===== src/rtl/apb2axi_pkg.sv =====
// Shared types and constants for the APB3-to-AXI4 bridge.
// Holds the FSM state encoding and the AXI response/size codes.
package apb2axi_pkg;

    typedef enum logic [2:0] {
        ST_IDLE,
        ST_WR,
        ST_WRESP,
        ST_RD,
        ST_RDATA,
        ST_DONE
    } state_t;

    localparam logic [1:0] AXI_RESP_OKAY   = 2'b00;
    localparam logic [1:0] AXI_RESP_EXOKAY = 2'b01;
    localparam logic [1:0] AXI_RESP_SLVERR = 2'b10;
    localparam logic [1:0] AXI_RESP_DECERR = 2'b11;

    localparam logic [2:0] AXI_SIZE_4B = 3'b010;

    function automatic logic resp_is_err(input logic [1:0] resp);
        logic err;
        case (resp)
            AXI_RESP_OKAY, AXI_RESP_EXOKAY:   err = 1'b0;
            AXI_RESP_SLVERR, AXI_RESP_DECERR: err = 1'b1;
            default:                          err = 1'b1;
        endcase
        return err;
    endfunction

endpackage


===== src/rtl/apb2axi_lane.sv =====
// Steers a 32-bit APB word into/out of the 32-bit lane of a wider AXI data bus.
// Write data is replicated into every lane; only the selected lane is strobed.
module apb2axi_lane #(
    parameter int AXI_DATA_WIDTH = 64,
    parameter int LANE_W         = 1
) (
    input  logic [LANE_W-1:0]           i_lane,
    input  logic [31:0]                 i_wdata,
    input  logic [AXI_DATA_WIDTH-1:0]   i_rdata,
    output logic [AXI_DATA_WIDTH-1:0]   o_wdata,
    output logic [AXI_DATA_WIDTH/8-1:0] o_wstrb,
    output logic [31:0]                 o_rdata
);

    localparam int NLANES = AXI_DATA_WIDTH / 32;

    always_comb begin
        o_wdata = {NLANES{i_wdata}};
        o_wstrb = '0;
        o_rdata = '0;
        for (int l = 0; l < NLANES; l++) begin
            if (i_lane == l[LANE_W-1:0]) begin
                o_wstrb[4*l +: 4] = 4'hF;
                o_rdata           = i_rdata[32*l +: 32];
            end
        end
    end

endmodule


===== src/rtl/apb2axi.sv =====
// APB3 completer to AXI4 manager bridge: each APB access becomes one
// single-beat 32-bit AXI transaction, with pready held low until the response.
module apb2axi
    import apb2axi_pkg::*;
#(
    parameter int                        AXI_ID_WIDTH   = 6,
    parameter int                        AXI_ADDR_WIDTH = 32,
    parameter int                        AXI_DATA_WIDTH = 64,
    parameter int                        APB_ADDR_WIDTH = 12,
    parameter logic [AXI_ADDR_WIDTH-1:0] AXI_BASE_ADDR  = 'h1A10_0000,
    parameter logic [AXI_ID_WIDTH-1:0]   AXI_TXN_ID     = '0
) (
    input  logic                        clk,
    input  logic                        rstn,
    input  logic                        psel,
    input  logic                        penable,
    input  logic                        pwrite,
    input  logic [APB_ADDR_WIDTH-1:0]   paddr,
    input  logic [31:0]                 pwdata,
    output logic [31:0]                 prdata,
    output logic                        pready,
    output logic                        pslverr,
    output logic [AXI_ID_WIDTH-1:0]     AWID,
    output logic [AXI_ADDR_WIDTH-1:0]   AWADDR,
    output logic [7:0]                  AWLEN,
    output logic [2:0]                  AWSIZE,
    output logic                        AWVALID,
    input  logic                        AWREADY,
    output logic [AXI_DATA_WIDTH-1:0]   WDATA,
    output logic [AXI_DATA_WIDTH/8-1:0] WSTRB,
    output logic                        WLAST,
    output logic                        WVALID,
    input  logic                        WREADY,
    input  logic [AXI_ID_WIDTH-1:0]     BID,
    input  logic [1:0]                  BRESP,
    input  logic                        BVALID,
    output logic                        BREADY,
    output logic [AXI_ID_WIDTH-1:0]     ARID,
    output logic [AXI_ADDR_WIDTH-1:0]   ARADDR,
    output logic [7:0]                  ARLEN,
    output logic [2:0]                  ARSIZE,
    output logic                        ARVALID,
    input  logic                        ARREADY,
    input  logic [AXI_ID_WIDTH-1:0]     RID,
    input  logic [AXI_DATA_WIDTH-1:0]   RDATA,
    input  logic [1:0]                  RRESP,
    input  logic                        RLAST,
    input  logic                        RVALID,
    output logic                        RREADY
);

    localparam int NLANES = AXI_DATA_WIDTH / 32;
    localparam int LANE_W = (NLANES > 1) ? $clog2(NLANES) : 1;
    localparam logic [AXI_ADDR_WIDTH-1:0] LOW_MASK =
        (AXI_ADDR_WIDTH'(1) << APB_ADDR_WIDTH) - AXI_ADDR_WIDTH'(1);

    state_t                      r_state;
    logic [AXI_ADDR_WIDTH-1:0]   r_addr;
    logic [31:0]                 r_wdata;
    logic                        r_awvalid;
    logic                        r_wvalid;
    logic                        r_arvalid;
    logic                        r_bready;
    logic                        r_rready;
    logic                        r_pready;
    logic                        r_pslverr;
    logic [31:0]                 r_prdata;

    logic [AXI_ADDR_WIDTH-1:0]   w_req_addr;
    logic [LANE_W-1:0]           w_lane;
    logic [31:0]                 w_rdata32;
    logic                        w_unused;

    assign w_req_addr = ((AXI_BASE_ADDR & ~LOW_MASK) | AXI_ADDR_WIDTH'(paddr))
                        & ~AXI_ADDR_WIDTH'(3);

    generate
        if (NLANES > 1) begin : g_lane
            assign w_lane = r_addr[2 +: LANE_W];
        end else begin : g_nolane
            assign w_lane = '0;
        end
    endgenerate

    apb2axi_lane #(
        .AXI_DATA_WIDTH (AXI_DATA_WIDTH),
        .LANE_W         (LANE_W)
    ) u_lane (
        .i_lane  (w_lane),
        .i_wdata (r_wdata),
        .i_rdata (RDATA),
        .o_wdata (WDATA),
        .o_wstrb (WSTRB),
        .o_rdata (w_rdata32)
    );

    // Response IDs and RLAST carry no information for single-beat, single-ID traffic.
    assign w_unused = &{1'b0, BID, RID, RLAST};

    always_ff @(posedge clk or negedge rstn) begin
        if (!rstn) begin
            r_state   <= ST_IDLE;
            r_addr    <= '0;
            r_wdata   <= '0;
            r_awvalid <= 1'b0;
            r_wvalid  <= 1'b0;
            r_arvalid <= 1'b0;
            r_bready  <= 1'b0;
            r_rready  <= 1'b0;
            r_pready  <= 1'b0;
            r_pslverr <= 1'b0;
            r_prdata  <= '0;
        end else begin
            case (r_state)
                ST_IDLE: begin
                    if (psel && penable) begin
                        r_addr  <= w_req_addr;
                        r_wdata <= pwdata;
                        if (pwrite) begin
                            r_awvalid <= 1'b1;
                            r_wvalid  <= 1'b1;
                            r_state   <= ST_WR;
                        end else begin
                            r_arvalid <= 1'b1;
                            r_state   <= ST_RD;
                        end
                    end
                end
                ST_WR: begin
                    // AW and W complete independently; a channel already done reads as ready.
                    if (AWREADY) r_awvalid <= 1'b0;
                    if (WREADY)  r_wvalid  <= 1'b0;
                    if ((!r_awvalid || AWREADY) && (!r_wvalid || WREADY)) begin
                        r_bready <= 1'b1;
                        r_state  <= ST_WRESP;
                    end
                end
                ST_WRESP: begin
                    if (BVALID) begin
                        r_bready  <= 1'b0;
                        r_pslverr <= resp_is_err(BRESP);
                        r_pready  <= 1'b1;
                        r_state   <= ST_DONE;
                    end
                end
                ST_RD: begin
                    if (ARREADY) begin
                        r_arvalid <= 1'b0;
                        r_rready  <= 1'b1;
                        r_state   <= ST_RDATA;
                    end
                end
                ST_RDATA: begin
                    if (RVALID) begin
                        r_rready  <= 1'b0;
                        r_prdata  <= w_rdata32;
                        r_pslverr <= resp_is_err(RRESP);
                        r_pready  <= 1'b1;
                        r_state   <= ST_DONE;
                    end
                end
                ST_DONE: begin
                    r_pready  <= 1'b0;
                    r_pslverr <= 1'b0;
                    r_state   <= ST_IDLE;
                end
                default: r_state <= ST_IDLE;
            endcase
        end
    end

    assign AWID    = AXI_TXN_ID;
    assign ARID    = AXI_TXN_ID;
    assign AWADDR  = r_addr;
    assign ARADDR  = r_addr;
    assign AWLEN   = 8'd0;
    assign ARLEN   = 8'd0;
    assign AWSIZE  = AXI_SIZE_4B;
    assign ARSIZE  = AXI_SIZE_4B;
    assign WLAST   = 1'b1;
    assign AWVALID = r_awvalid;
    assign WVALID  = r_wvalid;
    assign ARVALID = r_arvalid;
    assign BREADY  = r_bready;
    assign RREADY  = r_rready;
    assign pready  = r_pready;
    assign pslverr = r_pslverr;
    assign prdata  = r_prdata;

endmodule


===== config.mk =====
export PLATFORM = sky130hd
export DESIGN_NAME = apb2axi
export DESIGN_NICKNAME = d
export VERILOG_FILES = /design/src/rtl/apb2axi_pkg.sv /design/src/rtl/apb2axi_lane.sv /design/src/rtl/apb2axi.sv
export SDC_FILE = /design/constraint.sdc
export NUM_CORES = 1
export LEC_CHECK = 0
export ABC_AREA = 0
export CORE_AREA = 2 2 133 135
export DETAILED_ROUTE_END_ITERATION = 8
export DIE_AREA = 0 0 135 137
export MAX_ROUTING_LAYER = met4
export PLACE_DENSITY = 0.78
export SYNTH_ARGS = -nofsm -noshare
export SYNTH_HDL_FRONTEND = slang
export SYNTH_SLANG_ARGS = --single-unit

===== constraint.sdc =====
create_clock -name clk -period 2.9 [get_ports clk]
set_input_delay 0.29 -clock clk [delete_from_list [all_inputs] [get_ports clk]]
set_output_delay 0.29 -clock clk [all_outputs]
set_load 0.01 [all_outputs]

* Word-level counts from Yosys, hierarchy flattened *
Cells that the tools add are included.

cells by class
  eq/ne operators = 20
  multiplexer cells = 34
  reductions and logical operators = 27

operators with widths
  cell                                                              count
  32-bit 2-to-1 mux                                                 1
  2-bit inequality test (second input constant)                     9
  1-bit 2-to-1 mux                                                  15
  3-bit 2-to-1 mux                                                  5
  3-bit case mux with 5 select lines                                1
  1-bit case mux with 2 select lines                                7
  4-bit AND reduction                                               3
  3-bit AND reduction                                               3
  2-bit == test (second input constant)                             4
  4-bit 2-to-1 mux                                                  2
  2-bit nonzero test                                                4
  2-bit OR reduction                                                4
  3-bit by 2-bit == test with 1-bit output (second input constant)  2
  3-bit == test (second input constant)                             2
  1-bit case mux with 3 select lines                                2
  5-bit AND reduction                                               1
  2-bit by 1-bit == test with 1-bit output (second input constant)  2
  2-bit logical NOT                                                 2
  2-bit AND reduction                                               2
  3-bit by 1-bit == test with 1-bit output (second input constant)  1
  3-bit logical NOT                                                 1
  3-bit nonzero test                                                1
  1-bit logical AND                                                 2
  1-bit logical NOT                                                 2
  2 further kinds                                                   3

word-level totals
  input bits = 135
  register bits after elaboration = 85
  output and inout port bits = 210
  logic and storage cells = 92

* Longest topological paths before layout *
Gate-level depths: netlist (run 1).

  depth in word-level cells = 5
  gate-level depth with buffers = 6
  gate-level depth less buffers = 3

* Cells and area by module *
A second synthesis (run 1) with hierarchy kept.

second synthesis, totals
  cell total of the unflattened synthesis = 421
  area total of the unflattened synthesis = 5425.2 um2

by module, submodules not included
  module        cells each  sequential area each (um2)  area each (um2)  times used
  apb2axi       313         2127.0                      4347.9           1
  apb2axi_lane  108         0.0                         1077.3           1

* Least setup slack after synthesis (run 1) *
Ideal clock, no wire load.

  kind = reg2out
  start point = register r_addr[2], in the netlist ARADDR[2]
  end point = output port WSTRB[1]
  stages on the path, launching flop included = 5
  arrival time = 1.412 ns
  required time = 2.610 ns
  slack = 1.198 ns
  buffers on the path = 3
  cells stage by stage = dfrtp_1 buf_2 buf_1 inv_1 buf_4

between the ends
  cells in the longest elaborated chain, start to end = 1

RTL lines
  what                      RTL line            text
  start: declaration        apb2axi.sv:58       logic [AXI_ADDR_WIDTH-1:0] r_addr;
  start signal: assignment  apb2axi.sv:117      r_addr <= w_req_addr;
  4-bit 2-to-1 mux          apb2axi_lane.sv:22  if (i_lane == l[LANE_W-1:0]) begin
  end: declaration          apb2axi.sv:30       output logic [AXI_DATA_WIDTH/8-1:0] WSTRB,

No other way between the ends.

* Final worst setup path (run 1) *
  start point = register r_addr[2], in the netlist ARADDR[2]
  end point = output port WSTRB[0]

The elaborated chain is that of the path after synthesis.

==> results.toml, run 1 <==
[run_status]
outcome = "complete, no violations"

[timing]
max_freq_mhz = 494
final.period_utilization_pct = 69.8
final.min_clock_period_ns = 2.02
rsz0062_at_grt = "false"
maxSlewViolCount = 0
skew_ns = 0.0104
final_hold_viol_count = 0
maxSlewHeadroom_pct = 59.4
setup_viol = 0
worstMarginPinSlew_ns = 0.609
fin_ws_ns = 0.875
final.setup.tns_ns = 0

[logic_synthesis]
synth_cell_types = 34
syn-instance-count = 421
async_reset_ff_share_pct = 100
synthTopCellsByArea = "dfrtp_1 (46%), buf_4 (21%), mux2_2 (11%)"
ys_seq_area_share_pct = 46.1
yosys_register_bits = 85
synth_mux_area_share_pct = 17.9
syn_area_um2 = 4620
synth_top_family_by_area = "buffers and inverters"
ys_warn_count = 0
synth_flop_cell = "dfrtp_1"
yosysTopAreaCellShare_pct = 46.1
synth-compound-area-share_pct = 6.56
synthSimpleGateAreaFrac_pct = 5.69
synth_top_cell_by_area = "dfrtp_1"
synth_edf_count = 0
synthXorXnorAreaFrac_pct = 0
synthAdderAreaFrac_pct = 0
synth_area_per_cell_um2 = 11.0

[clock_network]
cts_resized = 0
clk_latency_ns = 0.34
clockBufferDepth = 2
clock_sinks = 85
cts_buffers = 9
path_clk_slew_ns = 0.07
clockRootBuffer = "clkbuf_16"
cts_tree = "built"
h-tree-depth = 3

[setup_path]
crit_type = "reg -> out"
slowest_stage = "dfrtp_2"
r2r_slack_ns = 0.96
max_stage_delay_ns = 0.70
path_cells = "inv_1 > clkdlybuf4s50_1"
worstPathRequired_ns = 2.61
r2r_start = "r_state[0]$_DFFE_PN0P_"
worstSetupStartpointType = "register"
worstRegToRegCells = 3
r2r_end = "r_wdata[13]$_DFFE_PN0P_"
worst-endpoint-arrival_ns = 1.73
crit_fanout = 21
end_kind = "output pin"

[placed_design]
portBuffers = 256
dp_cells = 828
gp_congestion = 0.767
place_hpwl_um = 9140
dp_slack_ns = 0.725

[floorplanning]
die_width_um = 135
top_level_ports = 345
die_y_um = 137
rows = 48
start_util_pct = 27.1
die-area_um2 = 18500
core_um2 = 17100

[global_route]
grt_pass1_vias = 3289
track_usage_pct = 12.7
grt_max_degree = 66
grt_first_pass_wirelength_um = 17400
antenna_found_initial = 0
grt_overflow_total = 0

[layout]
fin_nets = 750
fillers = 1641
layout-drive-gt1-share_pct = 11.3
n_antenna_cell = 0
stdcell_count = 845
area_growth_pct = 52.5
multi_input_area_um2 = 1660
regArea_um2 = 2130

[drt]
vias = 3453
post-route-drc-count = 0
dr.pass1.iters = 4
final_antenna_net_count = 0
wl_um = 11600
drtIter0Drc = 132
via_per_inst = 4.09
drt-wirelength-per-cell_um = 13.7

[job]
drv_cap = 0

[power_and_ir_drop]
peakVddDrop_uv = 396
power.density_nw_per_um2 = 1030
power.leakage_nw = 2.96

[worst_hold_path]
min_path_type = "in -> async"
[critical path: cells and delay by family (launching register included)]
family / cells / cell delay [ns]
buffers and inverters: 2 / 0.69
flip-flops: 1 / 0.70
[logic make-up after synthesis]
kind of cell	after synthesis
and+or+nand+nor	55
AOI/OAI and AO/OA	51
muxes	77
other	2
DFF	85
buffers and inverters	151
[area by class of cell]
type / count / share of cell area, %
Clock buffer: 12 / 3.78
Inverter: 4 / 0.213
Tap cell: 225 / 4.00
Timing Repair Buffer: 261 / 37.4
Multi-Input combinational cell: 254 / 23.6
Sequential cell: 85 / 30.2
Clock inverter: 4 / 0.782
[metal layers]
metal | up-vias | wire length, µm | GRT usage (%)
li1 | 1607 | - | -
met1 | 1623 | 4300 | 14.4
met2 | 214 | 6140 | 22.0
met3 | 9 | 1030 | 2.74
met4 | 0 | 144 | 4.69
met5 | - | 0 | -
[worst max path at each step]
stage                                startpoint                       to  slack, ns  cells past startpoint
after floorplan           ARADDR[2]$_DFFE_PN0P_                 WSTRB[1]       1.20                      4
after global placement                  penable    ARADDR[2]$_DFFE_PN0P_       0.78                      5
after detailed placement                   psel  r_wdata[13]$_DFFE_PN0P_       0.73                      5
after CTS                 ARADDR[2]$_DFFE_PN0P_                 WSTRB[0]       0.81                      2
after global routing      ARADDR[2]$_DFFE_PN0P_                 WSTRB[3]       0.75                      2
final                     ARADDR[2]$_DFFE_PN0P_                 WSTRB[0]       0.88                      2
[repair_timing]
item / 4_1_cts / 5_1_grt
hold buffers: 1 / 0
setup buffers: 0 / 0
hold endpoints to repair: 43 / 0
[sequential cells by signal (all words and copies together) (netlist names)]
register,cells
AWVALID,1
r_wdata,32
pslverr,1
prdata,32
RREADY,1
BREADY,1
ARADDR,11
WVALID,1
pready,1
ARVALID,1
r_state,3
[power by group]
group / internal [mW] / leakage, nW / switching [mW]
combinational: 2.31 / 1.82 / 1.40
clock: 0.742 / 0.155 / 0.491
sequential: 1.77 / 0.987 / 0.551
total: 4.82 / 2.96 / 2.44
[stage by stage]
step / cell area, µm² / hold slack [ns] / power (mW) / util [%]
after floorplan: 4880 / -0.00559 / 4.34 / -
after global placement: 6710 / 0.330 / 6.02 / 39.3
after detailed placement: 6710 / 0.337 / 6.10 / 39.3
after CTS: 7040 / 0.500 / 7.38 / 41.3
after global routing: 7040 / 0.534 / 7.75 / 41.3
final: 7040 / 0.492 / 7.27 / 41.3
[cell usage in the layout, fill, tap and decap left out, types with 2 or more instances in the layout]
| master | n |
|---|---|
| nand2_1 | 5 |
| clkinv_4 | 2 |
| a21oi_1 | 34 |
| clkbuf_16 | 9 |
| nor2_1 | 38 |
| mux2_2 | 45 |
| clkbuf_8 | 3 |
| a41oi_1 | 3 |
| nor2b_1 | 4 |
| clkdlybuf4s50_1 | 255 |
| inv_1 | 4 |
| o21ai_0 | 3 |
| buf_4 | 2 |
| mux2i_1 | 32 |
| a2bb2oi_1 | 2 |
| a311oi_1 | 2 |
| buf_12 | 3 |
| conb_1 | 71 |
| dfrtp_1 | 84 |
[synthesized netlist by cell type, types with 3 or more instances]
| cell type | number |
|---|---|
| nand2_1 | 5 |
| inv_1 | 4 |
| buf_6 | 4 |
| nor2b_1 | 4 |
| nor2_1 | 38 |
| clkbuf_1 | 3 |
| a41oi_1 | 3 |
| buf_2 | 10 |
| buf_4 | 128 |
| dfrtp_1 | 85 |
| mux2i_1 | 32 |
| o21ai_0 | 3 |
| mux2_2 | 45 |
| a21oi_1 | 34 |
(Power assumes the default switching activity.)
==> inputs of run 2 (changes only) <==
--- a/config.mk
+++ b/config.mk
@@ -10,7 +10,7 @@
 export DETAILED_ROUTE_END_ITERATION = 8
 export DIE_AREA = 0 0 135 137
 export MAX_ROUTING_LAYER = met4
-export PLACE_DENSITY = 0.78
+export PLACE_DENSITY = 0.8
 export SYNTH_ARGS = -nofsm -noshare
 export SYNTH_HDL_FRONTEND = slang
 export SYNTH_SLANG_ARGS = --single-unit
==> constraint.sdc (replaced) <==
create_clock -name clk -period 1.8 [get_ports clk]
set_input_delay 0.18 -clock clk [delete_from_list [all_inputs] [get_ports clk]]
set_output_delay 0.18 -clock clk [all_outputs]
set_load 0.01 [all_outputs]
==> run 2 against run 1 <==
Via count up 0.96%. Sequential power up 53%. Flip-flop and latch count unchanged. Combinational power up 70%. Global-route usage about the same. Core utilization up 0.54 points. Critical endpoint is now WSTRB[4]. Highest routed layer unchanged.
==> results.toml, run 2 (same netlist as run 1, synthesis figures left out) <==
[run_status]
outcome = "complete, no violations"

[clock_network]
path_clk_slew_ns = 0.07
cts_tree = "built"
clockRootBuffer = "clkbuf_16"
clockBufferDepth = 2
clk_latency_ns = 0.34
cts_buffers = 9
clock_sinks = 85
cts_resized = 0
h-tree-depth = 3

[setup_path]
max_stage_delay_ns = 0.55
worst-endpoint-arrival_ns = 1.44
r2r_end = "r_wdata[24]$_DFFE_PN0P_"
end_kind = "output pin"
r2r_slack_ns = 0.20
cp.depth = 2
startpoint = "ARADDR[2]$_DFFE_PN0P_"
cp_top_family = "buffers and inverters"
crit_fanout = 11
worstSetupStartpointType = "register"
crit_path_end = "WSTRB[4]"
worstRegToRegCells = 3
worstPathRequired_ns = 1.62
path_buf_inv = 2
slowest_stage = "clkdlybuf4s50_1"
path_cells = "buf_12 > clkdlybuf4s50_1"
r2r_start = "r_state[1]$_DFFE_PN0P_"
crit_type = "reg -> out"

[power_and_ir_drop]
power.density_nw_per_um2 = 1660
power.leakage_nw = 3.01
peakVddDrop_uv = 770

[drt]
final_antenna_net_count = 0
drt-wirelength-per-cell_um = 13.7
dr.pass1.iters = 4
drtIter0Drc = 113
post-route-drc-count = 0
vias = 3486
wl_um = 11700
via_per_inst = 4.07

[placed_design]
portBuffers = 256
place_hpwl_um = 9390
gp_congestion = 0.744

[layout]
layout_common_cells = "clkdlybuf4s50_1 (255), dfrtp_1 (84), conb_1 (71)"
n_antenna_cell = 0
area_growth_pct = 54.5
fin_nets = 762
final_common_cell = "clkdlybuf4s50_1"
layout-drive-gt1-share_pct = 13.0

[floorplanning]
die-area_um2 = 18500
die_width_um = 135
die_y_um = 137
core_um2 = 17100
rows = 48
start_util_pct = 27.1
top_level_ports = 345

[timing]
skew_ns = 0.00810
max_freq_mhz = 617
final.min_clock_period_ns = 1.62
whs_ns = 0.310
setup_viol = 0
final.period_utilization_pct = 90.1
maxSlewViolCount = 0
final.setup.tns_ns = 0
final_hold_viol_count = 0
rsz0062_at_grt = "false"

[global_route]
grt_overflow_total = 0
grt_first_pass_wirelength_um = 17400
grt_pass1_vias = 3269
track_usage_pct = 12.7
antenna_found_initial = 0
grt_max_degree = 65

[worst_hold_path]
min_path_type = "in -> async"

[job]
drv_cap = 0
[run 2: cell type report]
class,instances,area (µm²)
timing repair buffer,273,2740
multi-input combinational,254,1660
tap,225,282
inverter,4,15.0
clock inverter,6,71.3
clock buffer,10,239
sequential,85,2130
fill,1691,9920
[run 2: report_power, final]
group / switching (mW) / leakage (nW) / internal [mW] / total [mW]
clock network: 0.802 / 0.145 / 1.12 / 1.92
logic: 2.49 / 1.88 / 3.83 / 6.32
registers: 0.706 / 0.987 / 2.86 / 3.57
[run 2: worst min path at each step]
stage	start	end	slack (ns)
2_1_floorplan	rstn	ARADDR[10]$_DFFE_PN0P_	-0.12
3_3_place_gp	rstn	ARVALID$_DFFE_PN0P_	0.15
3_5_place_dp	rstn	ARVALID$_DFFE_PN0P_	0.15
4_1_cts	rstn	ARVALID$_DFFE_PN0P_	0.31
5_1_grt	rstn	ARVALID$_DFFE_PN0P_	0.33
6_report	rstn	ARVALID$_DFFE_PN0P_	0.31
[run 2: timing repair]
item | 4_1_cts | 5_1_grt
endpoints found under the setup margin | 0 | 4
setup buffers | 0 | 1
hold endpoints to repair | 27 | 0
hold buffers | 1 | 0
[run 2: worst reg2reg max path, delay by kind of cell, from the launching register on]
kind	cells	cell delay, ns
multiplexers	1	0.41
flip-flops	1	0.50
AND/OR/NAND/NOR	1	0.30
buffers and inverters	1	0.27
[run 2: routing by layer]
layer / global-route usage (%) / routed length (µm) / vias to the layer above
met3: 4.56 / 1130 / 8
li1: - / - / 1634
met5: - / 0 / -
met1: 14.2 / 4470 / 1642
met4: 4.28 / 140 / 0
met2: 21.2 / 5960 / 202
[run 2: stage by stage]
| stage | power, mW | area [µm²] | std cells | utilization, % | setup WS [ns] |
|---|---|---|---|---|---|
| after floorplan | 7.00 | 4880 | 490 | - | 0.208 |
| after global placement | 9.82 | 6790 | 839 | 39.8 | 0.0346 |
| after detailed placement | 9.95 | 6790 | 839 | 39.8 | -0.00336 |
| after CTS | 11.9 | 7110 | 856 | 41.7 | 0.00515 |
| after global routing | 12.6 | 7130 | 857 | 41.8 | 0.101 |
| final | 11.8 | 7130 | 857 | 41.8 | 0.179 |
